<file path="config.mk">
export PLATFORM = sky130hd
export DESIGN_NAME = alu_issue_ctrl_flat
export DESIGN_NICKNAME = d
export VERILOG_FILES = /design/src/rtl/alu_issue_ctrl_pkg.sv /design/src/rtl/alu_issue_ctrl_if.sv /design/src/rtl/alu_issue_ctrl_reg_file_16x20.sv /design/src/rtl/alu_issue_ctrl.sv /design/src/flat_wrapper.sv
export SDC_FILE = /design/constraint.sdc
export NUM_CORES = 1
export LEC_CHECK = 0
export BUFFER_PORTS_ARGS = -buffer_cell sky130_fd_sc_hd__buf_2
export CAP_MARGIN = 15
export CORE_UTILIZATION = 43
export DETAILED_ROUTE_END_ITERATION = 8
export RECOVER_POWER = 50
export SLEW_MARGIN = 5
export SYNTH_ARGS = -nofsm -noshare
export SYNTH_HDL_FRONTEND = slang
export SYNTH_SLANG_ARGS = --single-unit
</file>
<file path="constraint.sdc">
create_clock -name clk -period 3.55 [get_ports clk]
set_clock_uncertainty 0.15 [all_clocks]
set_input_delay 0.355 -clock clk [delete_from_list [all_inputs] [get_ports clk]]
set_output_delay 0.355 -clock clk [all_outputs]
set_load 0.1 [all_outputs]
</file>
<file path="src/rtl/alu_issue_ctrl_pkg.sv">
`default_nettype none
// ============================================================================
//  Module   : alu_issue_ctrl_pkg
//  Purpose  : Shared definitions for the ALU issue controller: opcode
//             constants, FSM state encoding, instruction field positions and
//             small decode helpers.
//  Ports    : none (package)
//  Revision : 1.0 - initial release
// ============================================================================
package alu_issue_ctrl_pkg;

    // Instruction field bit positions inside the instruction word
    localparam int OPC_HI = 19;
    localparam int OPC_LO = 16;
    localparam int RD_HI  = 15;
    localparam int RD_LO  = 12;
    localparam int RS1_HI = 11;
    localparam int RS1_LO = 8;
    localparam int RS2_HI = 7;
    localparam int RS2_LO = 4;
    localparam int IMM_HI = 11;
    localparam int IMM_LO = 0;
    localparam int IMM_W  = IMM_HI - IMM_LO + 1;

    // Width of the ALU function code
    localparam int FUNC_W = 4;

    // Opcodes; 0..7 map one-to-one onto the ALU func code
    localparam logic [3:0] OP_AND  = 4'd0;
    localparam logic [3:0] OP_OR   = 4'd1;
    localparam logic [3:0] OP_XOR  = 4'd2;
    localparam logic [3:0] OP_ADD  = 4'd3;
    localparam logic [3:0] OP_SUB  = 4'd4;
    localparam logic [3:0] OP_MULT = 4'd5;
    localparam logic [3:0] OP_DIV  = 4'd6;
    localparam logic [3:0] OP_REM  = 4'd7;
    localparam logic [3:0] OP_LDI  = 4'd8;
    localparam logic [3:0] OP_NOP  = 4'd9;

    // Controller FSM encoding
    typedef enum logic [1:0] {
        S_IDLE = 2'd0,
        S_READ = 2'd1,
        S_EXEC = 2'd2,
        S_WB   = 2'd3
    } state_t;

    // Opcodes that go through the external ALU
    function automatic logic is_alu_op(input logic [3:0] op);
        return (op[3] == 1'b0);
    endfunction

    // Opcodes whose divisor must be non-zero
    function automatic logic is_div_op(input logic [3:0] op);
        return (op == OP_DIV) || (op == OP_REM);
    endfunction

    // Opcodes 10..15 are not defined
    function automatic logic is_illegal_op(input logic [3:0] op);
        return (op > OP_NOP);
    endfunction

endpackage
`default_nettype wire

</file>
<file path="src/rtl/alu_issue_ctrl_if.sv">
`default_nettype none
// ============================================================================
//  Module   : alu_issue_ctrl_if
//  Purpose  : Bundles the instruction valid/ready handshake and the ALU
//             operand/result bus seen by the issue controller.
//  Ports    : slave  - the controller (consumes instructions, drives the ALU)
//             master - the environment (instruction source plus ALU)
//  Revision : 1.0 - initial release
// ============================================================================
interface alu_issue_ctrl_if #(
    parameter int DW = 20
);
    import alu_issue_ctrl_pkg::*;

    // Instruction handshake
    logic              instr_valid;
    logic              instr_ready;
    logic [DW-1:0]     instr;

    // ALU bus: registered operands out, combinational result back
    logic [DW-1:0]     alu_in1;
    logic [DW-1:0]     alu_in2;
    logic [FUNC_W-1:0] alu_func;
    logic [DW-1:0]     alu_ans;
    logic              alu_zf;

    modport slave (
        input  instr_valid,
        input  instr,
        input  alu_ans,
        input  alu_zf,
        output instr_ready,
        output alu_in1,
        output alu_in2,
        output alu_func
    );

    modport master (
        output instr_valid,
        output instr,
        output alu_ans,
        output alu_zf,
        input  instr_ready,
        input  alu_in1,
        input  alu_in2,
        input  alu_func
    );

endinterface
`default_nettype wire

</file>
<file path="src/rtl/alu_issue_ctrl_reg_file_16x20.sv">
`default_nettype none
// ============================================================================
//  Module   : reg_file_16x20
//  Purpose  : NREG x DW register file with two combinational read ports, a
//             combinational debug read port and one synchronous write port.
//             Entry 0 is held at zero and ignores writes.
//  Ports    : clk, rst_n        - clock, synchronous active-low reset
//             we/waddr/wdata    - write port (rising edge)
//             raddr1/rdata1     - operand read port 1
//             raddr2/rdata2     - operand read port 2
//             dbg_addr/dbg_data - debug read port
//  Revision : 1.0 - initial release
// ============================================================================
module reg_file_16x20 #(
    parameter int DW   = 20,
    parameter int NREG = 16,
    parameter int AW   = $clog2(NREG)
) (
    input  logic          clk,
    input  logic          rst_n,
    input  logic          we,
    input  logic [AW-1:0] waddr,
    input  logic [DW-1:0] wdata,
    input  logic [AW-1:0] raddr1,
    output logic [DW-1:0] rdata1,
    input  logic [AW-1:0] raddr2,
    output logic [DW-1:0] rdata2,
    input  logic [AW-1:0] dbg_addr,
    output logic [DW-1:0] dbg_data
);

    logic [DW-1:0] regs [NREG];

    // Entry 0 is only ever loaded by reset, so it always reads zero.
    always_ff @(posedge clk) begin
        if (!rst_n) begin
            for (int i = 0; i < NREG; i++) begin
                regs[i] <= '0;
            end
        end else begin
            for (int i = 1; i < NREG; i++) begin
                if (we && (waddr == AW'(i))) begin
                    regs[i] <= wdata;
                end
            end
        end
    end

    assign rdata1   = regs[raddr1];
    assign rdata2   = regs[raddr2];
    assign dbg_data = regs[dbg_addr];

endmodule
`default_nettype wire

</file>
<file path="src/rtl/alu_issue_ctrl.sv">
`default_nettype none
// ============================================================================
//  Module   : alu_issue_ctrl
//  Purpose  : Multi-cycle issue controller for an external combinational ALU.
//             Accepts one instruction per four cycles, reads operands from
//             the internal register file, drives registered ALU operands,
//             captures the result and writes it back, keeping sticky
//             divide-by-zero and illegal-opcode flags.
//  Ports    : clk, rst_n  - clock, synchronous active-low reset
//             bus         - instruction handshake and ALU bus (slave view)
//             done        - one-cycle pulse when an instruction retires
//             zf_flag     - zero flag of the last retired ALU operation
//             dz_err      - sticky divide/remainder-by-zero flag
//             ill_err     - sticky illegal-opcode flag
//             dbg_addr    - register file debug read address
//             dbg_data    - register file debug read data (r0 reads 0)
//  Revision : 1.0 - initial release
// ============================================================================
module alu_issue_ctrl
    import alu_issue_ctrl_pkg::*;
#(
    parameter int DW   = 20,
    parameter int NREG = 16
) (
    input  logic                 clk,
    input  logic                 rst_n,
    alu_issue_ctrl_if.slave      bus,
    output logic                 done,
    output logic                 zf_flag,
    output logic                 dz_err,
    output logic                 ill_err,
    input  logic [3:0]           dbg_addr,
    output logic [DW-1:0]        dbg_data
);

    state_t state;
    state_t state_nx;

    // Latched instruction and its decoded fields
    logic [DW-1:0]    instr_q;
    logic [3:0]       op;
    logic [3:0]       rd;
    logic [3:0]       rs1;
    logic [3:0]       rs2;
    logic [IMM_W-1:0] imm;

    // Result captured from the ALU in EXEC
    logic [DW-1:0]    res_q;
    logic             zf_q;

    // Register file connections
    logic [DW-1:0]    rd1_data;
    logic [DW-1:0]    rd2_data;
    logic [DW-1:0]    wr_data;
    logic             wr_en;
    logic             div_zero;

    assign op  = instr_q[OPC_HI:OPC_LO];
    assign rd  = instr_q[RD_HI:RD_LO];
    assign rs1 = instr_q[RS1_HI:RS1_LO];
    assign rs2 = instr_q[RS2_HI:RS2_LO];
    assign imm = instr_q[IMM_HI:IMM_LO];

    // The divisor test uses the operand the ALU actually saw, not a fresh
    // register read, so it is consistent with the captured result.
    assign div_zero = is_div_op(op) && (bus.alu_in2 == '0);

    always_comb begin
        wr_en   = 1'b0;
        wr_data = res_q;
        if (state == S_WB) begin
            if (op == OP_LDI) begin
                wr_en   = 1'b1;
                wr_data = {{(DW-IMM_W){1'b0}}, imm};
            end else if (is_alu_op(op) && !div_zero) begin
                wr_en   = 1'b1;
            end
        end
    end

    reg_file_16x20 #(
        .DW   (DW),
        .NREG (NREG),
        .AW   (4)
    ) u_reg_file (
        .clk      (clk),
        .rst_n    (rst_n),
        .we       (wr_en),
        .waddr    (rd),
        .wdata    (wr_data),
        .raddr1   (rs1),
        .rdata1   (rd1_data),
        .raddr2   (rs2),
        .rdata2   (rd2_data),
        .dbg_addr (dbg_addr),
        .dbg_data (dbg_data)
    );

    // ------------------------------------------------------------------
    // FSM state register
    // ------------------------------------------------------------------
    always_ff @(posedge clk) begin
        if (!rst_n) begin
            state <= S_IDLE;
        end else begin
            state <= state_nx;
        end
    end

    // ------------------------------------------------------------------
    // FSM next state and handshake/retire outputs
    // ------------------------------------------------------------------
    always_comb begin
        state_nx        = state;
        bus.instr_ready = 1'b0;
        done            = 1'b0;
        case (state)
            S_IDLE: begin
                bus.instr_ready = 1'b1;
                if (bus.instr_valid) begin
                    state_nx = S_READ;
                end
            end
            S_READ: state_nx = S_EXEC;
            S_EXEC: state_nx = S_WB;
            S_WB: begin
                done     = 1'b1;
                state_nx = S_IDLE;
            end
            default: state_nx = S_IDLE;
        endcase
    end

    // ------------------------------------------------------------------
    // Datapath: instruction latch, ALU operand registers, result capture
    // and status flags
    // ------------------------------------------------------------------
    always_ff @(posedge clk) begin
        if (!rst_n) begin
            instr_q      <= '0;
            bus.alu_in1  <= '0;
            bus.alu_in2  <= '0;
            bus.alu_func <= '0;
            res_q        <= '0;
            zf_q         <= 1'b0;
            zf_flag      <= 1'b0;
            dz_err       <= 1'b0;
            ill_err      <= 1'b0;
        end else begin
            case (state)
                S_IDLE: begin
                    if (bus.instr_valid) begin
                        instr_q <= bus.instr;
                    end
                end
                S_READ: begin
                    bus.alu_in1  <= rd1_data;
                    bus.alu_in2  <= rd2_data;
                    bus.alu_func <= is_alu_op(op) ? op : 4'd0;
                end
                S_EXEC: begin
                    res_q <= bus.alu_ans;
                    zf_q  <= bus.alu_zf;
                end
                S_WB: begin
                    if (is_alu_op(op)) begin
                        if (div_zero) begin
                            dz_err <= 1'b1;
                        end else begin
                            zf_flag <= zf_q;
                        end
                    end else if (is_illegal_op(op)) begin
                        ill_err <= 1'b1;
                    end
                end
                default: ;
            endcase
        end
    end

endmodule
`default_nettype wire
</file>
<file path="src/flat_wrapper.sv">
// flat-port wrapper written by rule: the top's interface ports become plain ports
module alu_issue_ctrl_flat import alu_issue_ctrl_pkg::*;
#(
    parameter int DW   = 20,
    parameter int NREG = 16
)
  (clk, rst_n, done, zf_flag, dz_err, ill_err, dbg_addr, dbg_data, bus_instr_valid, bus_instr, bus_alu_ans, bus_alu_zf, bus_instr_ready, bus_alu_in1, bus_alu_in2, bus_alu_func);
  alu_issue_ctrl_if #(.DW(DW)) bus_i ();
  input  logic clk;
  input  logic rst_n;
  output logic done;
  output logic zf_flag;
  output logic dz_err;
  output logic ill_err;
  input  logic [3:0] dbg_addr;
  output logic [DW-1:0] dbg_data;
  input wire logic [$bits(bus_i.instr_valid)-1:0] bus_instr_valid;
  input wire logic [$bits(bus_i.instr)-1:0] bus_instr;
  input wire logic [$bits(bus_i.alu_ans)-1:0] bus_alu_ans;
  input wire logic [$bits(bus_i.alu_zf)-1:0] bus_alu_zf;
  output wire logic [$bits(bus_i.instr_ready)-1:0] bus_instr_ready;
  output wire logic [$bits(bus_i.alu_in1)-1:0] bus_alu_in1;
  output wire logic [$bits(bus_i.alu_in2)-1:0] bus_alu_in2;
  output wire logic [$bits(bus_i.alu_func)-1:0] bus_alu_func;
  assign bus_i.instr_valid = bus_instr_valid;
  assign bus_i.instr = bus_instr;
  assign bus_i.alu_ans = bus_alu_ans;
  assign bus_i.alu_zf = bus_alu_zf;
  assign bus_instr_ready = bus_i.instr_ready;
  assign bus_alu_in1 = bus_i.alu_in1;
  assign bus_alu_in2 = bus_i.alu_in2;
  assign bus_alu_func = bus_i.alu_func;
  alu_issue_ctrl #(.DW(DW), .NREG(NREG)) u_core (.clk(clk), .rst_n(rst_n), .bus(bus_i), .done(done), .zf_flag(zf_flag), .dz_err(dz_err), .ill_err(ill_err), .dbg_addr(dbg_addr), .dbg_data(dbg_data));
endmodule
</file>
After elaboration in Yosys (flattened, before gate mapping)
Memory sizes are Yosys's and may differ from the RTL's. A register that Yosys moved wholly into a read port is not among the register bits. Index checks and enable logic that the tools add are counted.

Flip-flop bits (word level): 50. Latch bits: 0. Memory bits (writable): 320. Bits in read-only memories: 0. Input bits: 48. Output and inout bits: 69. Logic and storage cells: 147. Memories: 1.

Memory list: u_core.u_reg_file.regs (depth 16, width 20, rd ports 3, clocked after memory_dff 2, write ports 16, line alu_issue_ctrl_reg_file_16x20.sv:32) `logic [DW-1:0] regs [NREG];`.

Add/subtract/negate cells: 0. $mul: 0. Div/mod/pow operators: 0. Magnitude comparators: 1. Equal/unequal tests: 22. Shifts and indexed selects: 0. Multiplexer cells: 71. Bitwise operators: 17. Reduce and logical (&&, ||, !) cells: 27.

Operators by type and width (count): 2-to-1 mux 20 bit (17); 2-to-1 mux 1 bit (51); equality test 4 bit, second input constant (9); equality test 4 x 3 -> 1 bit, second input constant (6); zero test 20 bit (1); logical AND 1 bit (17); bitwise OR 1 bit (15); AND reduction 3 bit (3); equality test 4 x 2 -> 1 bit, second input constant (2); one-hot mux 2 bit (4 select lines) (1); equality test 2 bit, second input constant (2); equality test 4 x 1 -> 1 bit, second input constant (1); > comparator 4 bit, second input constant (1); zero test 1 bit (3); 2-to-1 mux 3 bit (1); equality test 2 x 1 -> 1 bit, second input constant (1); zero test 2 bit (1); 2-to-1 mux 2 bit (1); != test 2 bit, second input constant (1); inverter 1 bit (2); AND reduction 2 bit (1); logical OR 1 bit (1).

Logic depth before layout (Yosys ltp)
Word-level depth: 13. Mapped depth: 7. Mapped depth without buffers: 5.

Hierarchy
Synthesis repeated with hierarchy kept, for this count alone.

Cells, all modules: 1609. Area, all modules: 21356.7 µm².

By module, submodules not included: reg_file_16x20 (instances 1, cells an instance 1243, area each 17625.7 µm², sequential area each 9008.6 µm²); alu_issue_ctrl (instances 1, cells an instance 366, area each 3731.1 µm², sequential area each 1781.7 µm²).

Worst setup path after synthesis
OpenSTA, ideal clock, no wires.

Path type: register to register. Start point: register u_core.state[0]. End point: memory u_core.u_reg_file.regs[10][0] (enable). Library setup time: 0.404 ns. Arrival time: 3.058 ns. Required time: 2.996 ns. Slack: -0.062 ns. Cell stages (with the launch flop): 7. Buffers on the path: 1. Period minus slack after synthesis: 3.612 ns. Cell sequence: dfxtp_1 -> ha_1 -> and4bb_2 -> nand2_2 -> and2_0 -> clkbuf_1 -> a21oi_1.

RTL lines: start, declared (line alu_issue_ctrl.sv:36) `state_t state;`; start signal, assigned (line alu_issue_ctrl.sv:106) `state <= state_nx;`; end, declared (line alu_issue_ctrl_reg_file_16x20.sv:32).

Final worst setup path
Start point: register u_core.state[1]. End point: register u_core.bus.alu_in1[4], read port of u_core.u_reg_file.regs.

Word-level cells in the longest chain between the ends: 1.

RTL lines: equality test 2 x 1 -> 1 bit (line alu_issue_ctrl.sv:150) `case (state)`; end, declared (line alu_issue_ctrl_if.sv:33) `output alu_in1,`.

Every way passes these cells. A chain may end at the register's enable or synchronous reset.

==> results.yml <==
drt:
  wl_per_cell_um: 30.34
  drc: 0
  routed_wl_mm: 78.25
  dr.first_iter.drc_count: 1978
  via_per_inst: 6.653
  final_antenna_net_count: 0
  vias: 17157
  first_pass_iters: 7
worst_setup_path:
  cp_max_fo: 20
  cp_common_cell: "clkbuf_1"
  critical_path_arrival_ps: 3740
  path_class: "reg2reg"
  worst_setup_path_start_kind: "flop"
  critPathSlowestCell: "clkbuf_1"
  end_kind: "flop"
  crit_chain: "inv_1 -> ha_1 -> clkbuf_1 -> nand3_1 -> clkbuf_1 -> nor3_1 -> a221o_1"
  required_ps: 3860
  crit_path_max_incr_delay_ps: 1320
pwr:
  combPwrFrac: 0.323
  leakage_nw: 8.464
  p_sw_w: 0.005636
  ir_drop_v: 0.0008508
  clockPowerShare: 0.299
  swShare: 0.3712
  powerDensity_mw_per_mm2: 594.4
  internal_power_w: 0.009547
  power_frac_seq: 0.378
run:
  cap_violations: 2
layout:
  final_cell_mix: "300 x edfxtp_1, 208 x a211oi_1, 136 x mux2i_1, 100 x mux4_2, 100 x mux2_2"
  final_common_cell: "edfxtp_1"
  diodes: 0
  final_util: 0.5060
  area_delta_synth_final_pct: 15.33
  final_layout_size_suffix_gt1_frac: 0.2459
  nets: 1923
synth:
  syn_avg_cell_area_um2: 12.61
  syn_nets: 1808
  synth_cells: 1756
  async_flop_share: 0
  ys_warn_count: 0
  ys_seq_elements: 389
  syn_area_mm2: 0.02215
  ys.flop_type: "edfxtp_1"
  synth_cell_types: 48
  synth-edff-count: 300
  ys_seq_area_frac: 0.4872
grt:
  gr-usage-all-layers: 0.2956
  grt_pass1_wl_mm: 113.6
  grt_pass1_vias: 17024
  grt_max_degree: 92
  grt_antenna_before_repair: 0
  overflow: 0
die:
  core_mm2: 0.05048
  die_h_um: 229.0
  die_x_um: 229.0
  rows: 82
  initial_core_util: 0.4388
  pin_count: 117
  die_area_mm2: 0.05242
sta:
  max_slew.worst_pin.slew_ps: 1828
  slew_headroom: -0.2188
  finalMaxSlewViolations: 44
  max_freq_mhz: 292.2
  hold_viol_final: 0
  finalSetupViolCount: 0
  fin_crit_sh: 0.9640
  final.setup.worst_slack_ps: 127.8
  period_minus_slack_ps: 3422
  finalSetupTns_ps: 0
  rsz0062_at_grt: "false"
cts:
  cts_root_buf: "clkbuf_16"
  insertion_delay_ps: 580
  cts_buffers: 44
  clk_pin_slew_ps: 60
  cts_num_sinks: 389
  cts_tree: "built"
  post_cts_buffers: 0
  clock_path_buffers: 3
  h-tree-depth: 2
placed_design:
  hpwl_mm: 50.11
  gp_congestion: 0.9293
  port_buffers: 115
  dp_slack_ps: 518.6
run_status:
  outcome: "finished with violations"
  violations: "max-capacitance violations, max-slew violations"
min_path:
  hold_path.class: "in2reg"
[sequential cells by signal (all words and copies together), names as in the netlist]
register,cells
u_core.state,2
u_core.ill_err,1
u_core.res_q,20
u_core.u_reg_file.regs,300
u_core.zf_flag,1
u_core.instr_q,20
u_core.dz_err,1
u_core.zf_q,1
u_core.bus.alu_in2,20
u_core.bus.alu_in1,20
u_core.bus.alu_func,3
[worst max-delay path, delay by kind of cell, from the launching register on]
| kind | cells | cell delay (ps) |
|---|---|---|
| simple gates | 2 | 540 |
| flops | 1 | 390 |
| buf+inv | 3 | 1660 |
| compound gates | 1 | 380 |
| fa+ha+maj | 1 | 170 |
[power by group through the flow]
stage	Clock [W]	Combinational (W)	Sequential, W
floorplan	0	0.00288	0.00623
global placement	0	0.00484	0.00579
detailed placement	0	0.00489	0.00580
CTS	0.00458	0.00494	0.00571
global route	0.00476	0.00511	0.00577
finish	0.00454	0.00491	0.00573
[stage by stage]
| stage | instance area (um^2) | hold WS [ps] | std cells | total power (W) |
|---|---|---|---|---|
| 2_1_floorplan | 22150 | 284.1 | 1756 | 0.009110 |
| 4_1_cts | 25840 | 129.6 | 2579 | 0.01522 |
| 5_1_grt | 25540 | 179.3 | 2579 | 0.01563 |
| 6_report | 25540 | 144.4 | 2579 | 0.01518 |
| 3_5_place_dp | 24000 | 303.7 | 2455 | 0.01069 |
| 3_3_place_gp | 24000 | 297.0 | 2455 | 0.01062 |
[final timing paths]
path / depth (start not counted) / to / start / slack [ps]
max: 7 / u_core.bus.alu_in1[4]$_SDFFE_PN0N_ / u_core.state[1]$_SDFFE_PN0P_ / 130
min: 2 / u_core.ill_err$_SDFFE_PN0P_ / rst_n / 140
min reg2reg: 2 / u_core.instr_q[3]$_SDFFE_PN0P_ / u_core.instr_q[3]$_SDFFE_PN0P_ / 310
max reg2reg: 7 / u_core.bus.alu_in1[4]$_SDFFE_PN0N_ / u_core.state[1]$_SDFFE_PN0P_ / 130
[synth_stat cells, types with 12 or more instances]
cell       count  area, um^2
a2111oi_0     22       192.7
a211oi_1     208        1562
a21boi_0      32       240.2
a21oi_1       49       245.2
a221o_1       60       600.6
a221oi_1      40       350.3
a22o_1        32       280.3
buf_2         46       230.2
buf_4         19       142.6
buf_6         19       214.0
clkbuf_1     112       420.4
dfxtp_1       89        1782
edfxtp_1     300        9009
inv_1         28       105.1
mux2_2       100        1126
mux2i_1      136        1361
mux4_2       100        2252
nand2_1       57       214.0
nand2b_1      26       162.7
nor2_1        87       326.6
nor2b_1       64       400.4
nor3_1        15       75.07
o21ai_2       12       105.1
o22ai_1       20       125.1
[what timing repair did]
action	in CTS	in global routing
hold buffers	42	0
endpoints found under the hold margin	42	0
gates resized for setup	0	0
[layout make-up]
class	count	area (um^2)
fill	4447	24940
sequential	389	10800
multi-input combinational	1139	10290
timing repair buffer	269	2092
clock buffer	70	1303
tap	672	840.8
clock inverter	12	116.4
inverter	28	105.1
[routing by layer]
| layer | track usage | up-vias | share of wire | wire, um |
|---|---|---|---|---|
| met1 | 0.3871 | 8567 | 0.39 | 30770 |
| li1 | - | 7317 | - | - |
| met2 | 0.4638 | 1070 | 0.45 | 35460 |
| met5 | 0 | - | 0 | 0 |
| met3 | 0.06487 | 203 | 0.10 | 7999 |
| met4 | 0.1448 | 0 | 0.051 | 4013 |
[kinds of logic after synthesis]
group / count (synthesis) / share of synthesized area
buffers and inverters: 228 / 0.05090
and+or+nand+nor: 300 / 0.06824
muxes: 336 / 0.2140
DFF: 389 / 0.4872
adders and majority gates: 4 / 0.002260
AOI/OAI and AO/OA: 498 / 0.1773
other: 1 / 0.0001693
Power figures use the tool's default switching activity.
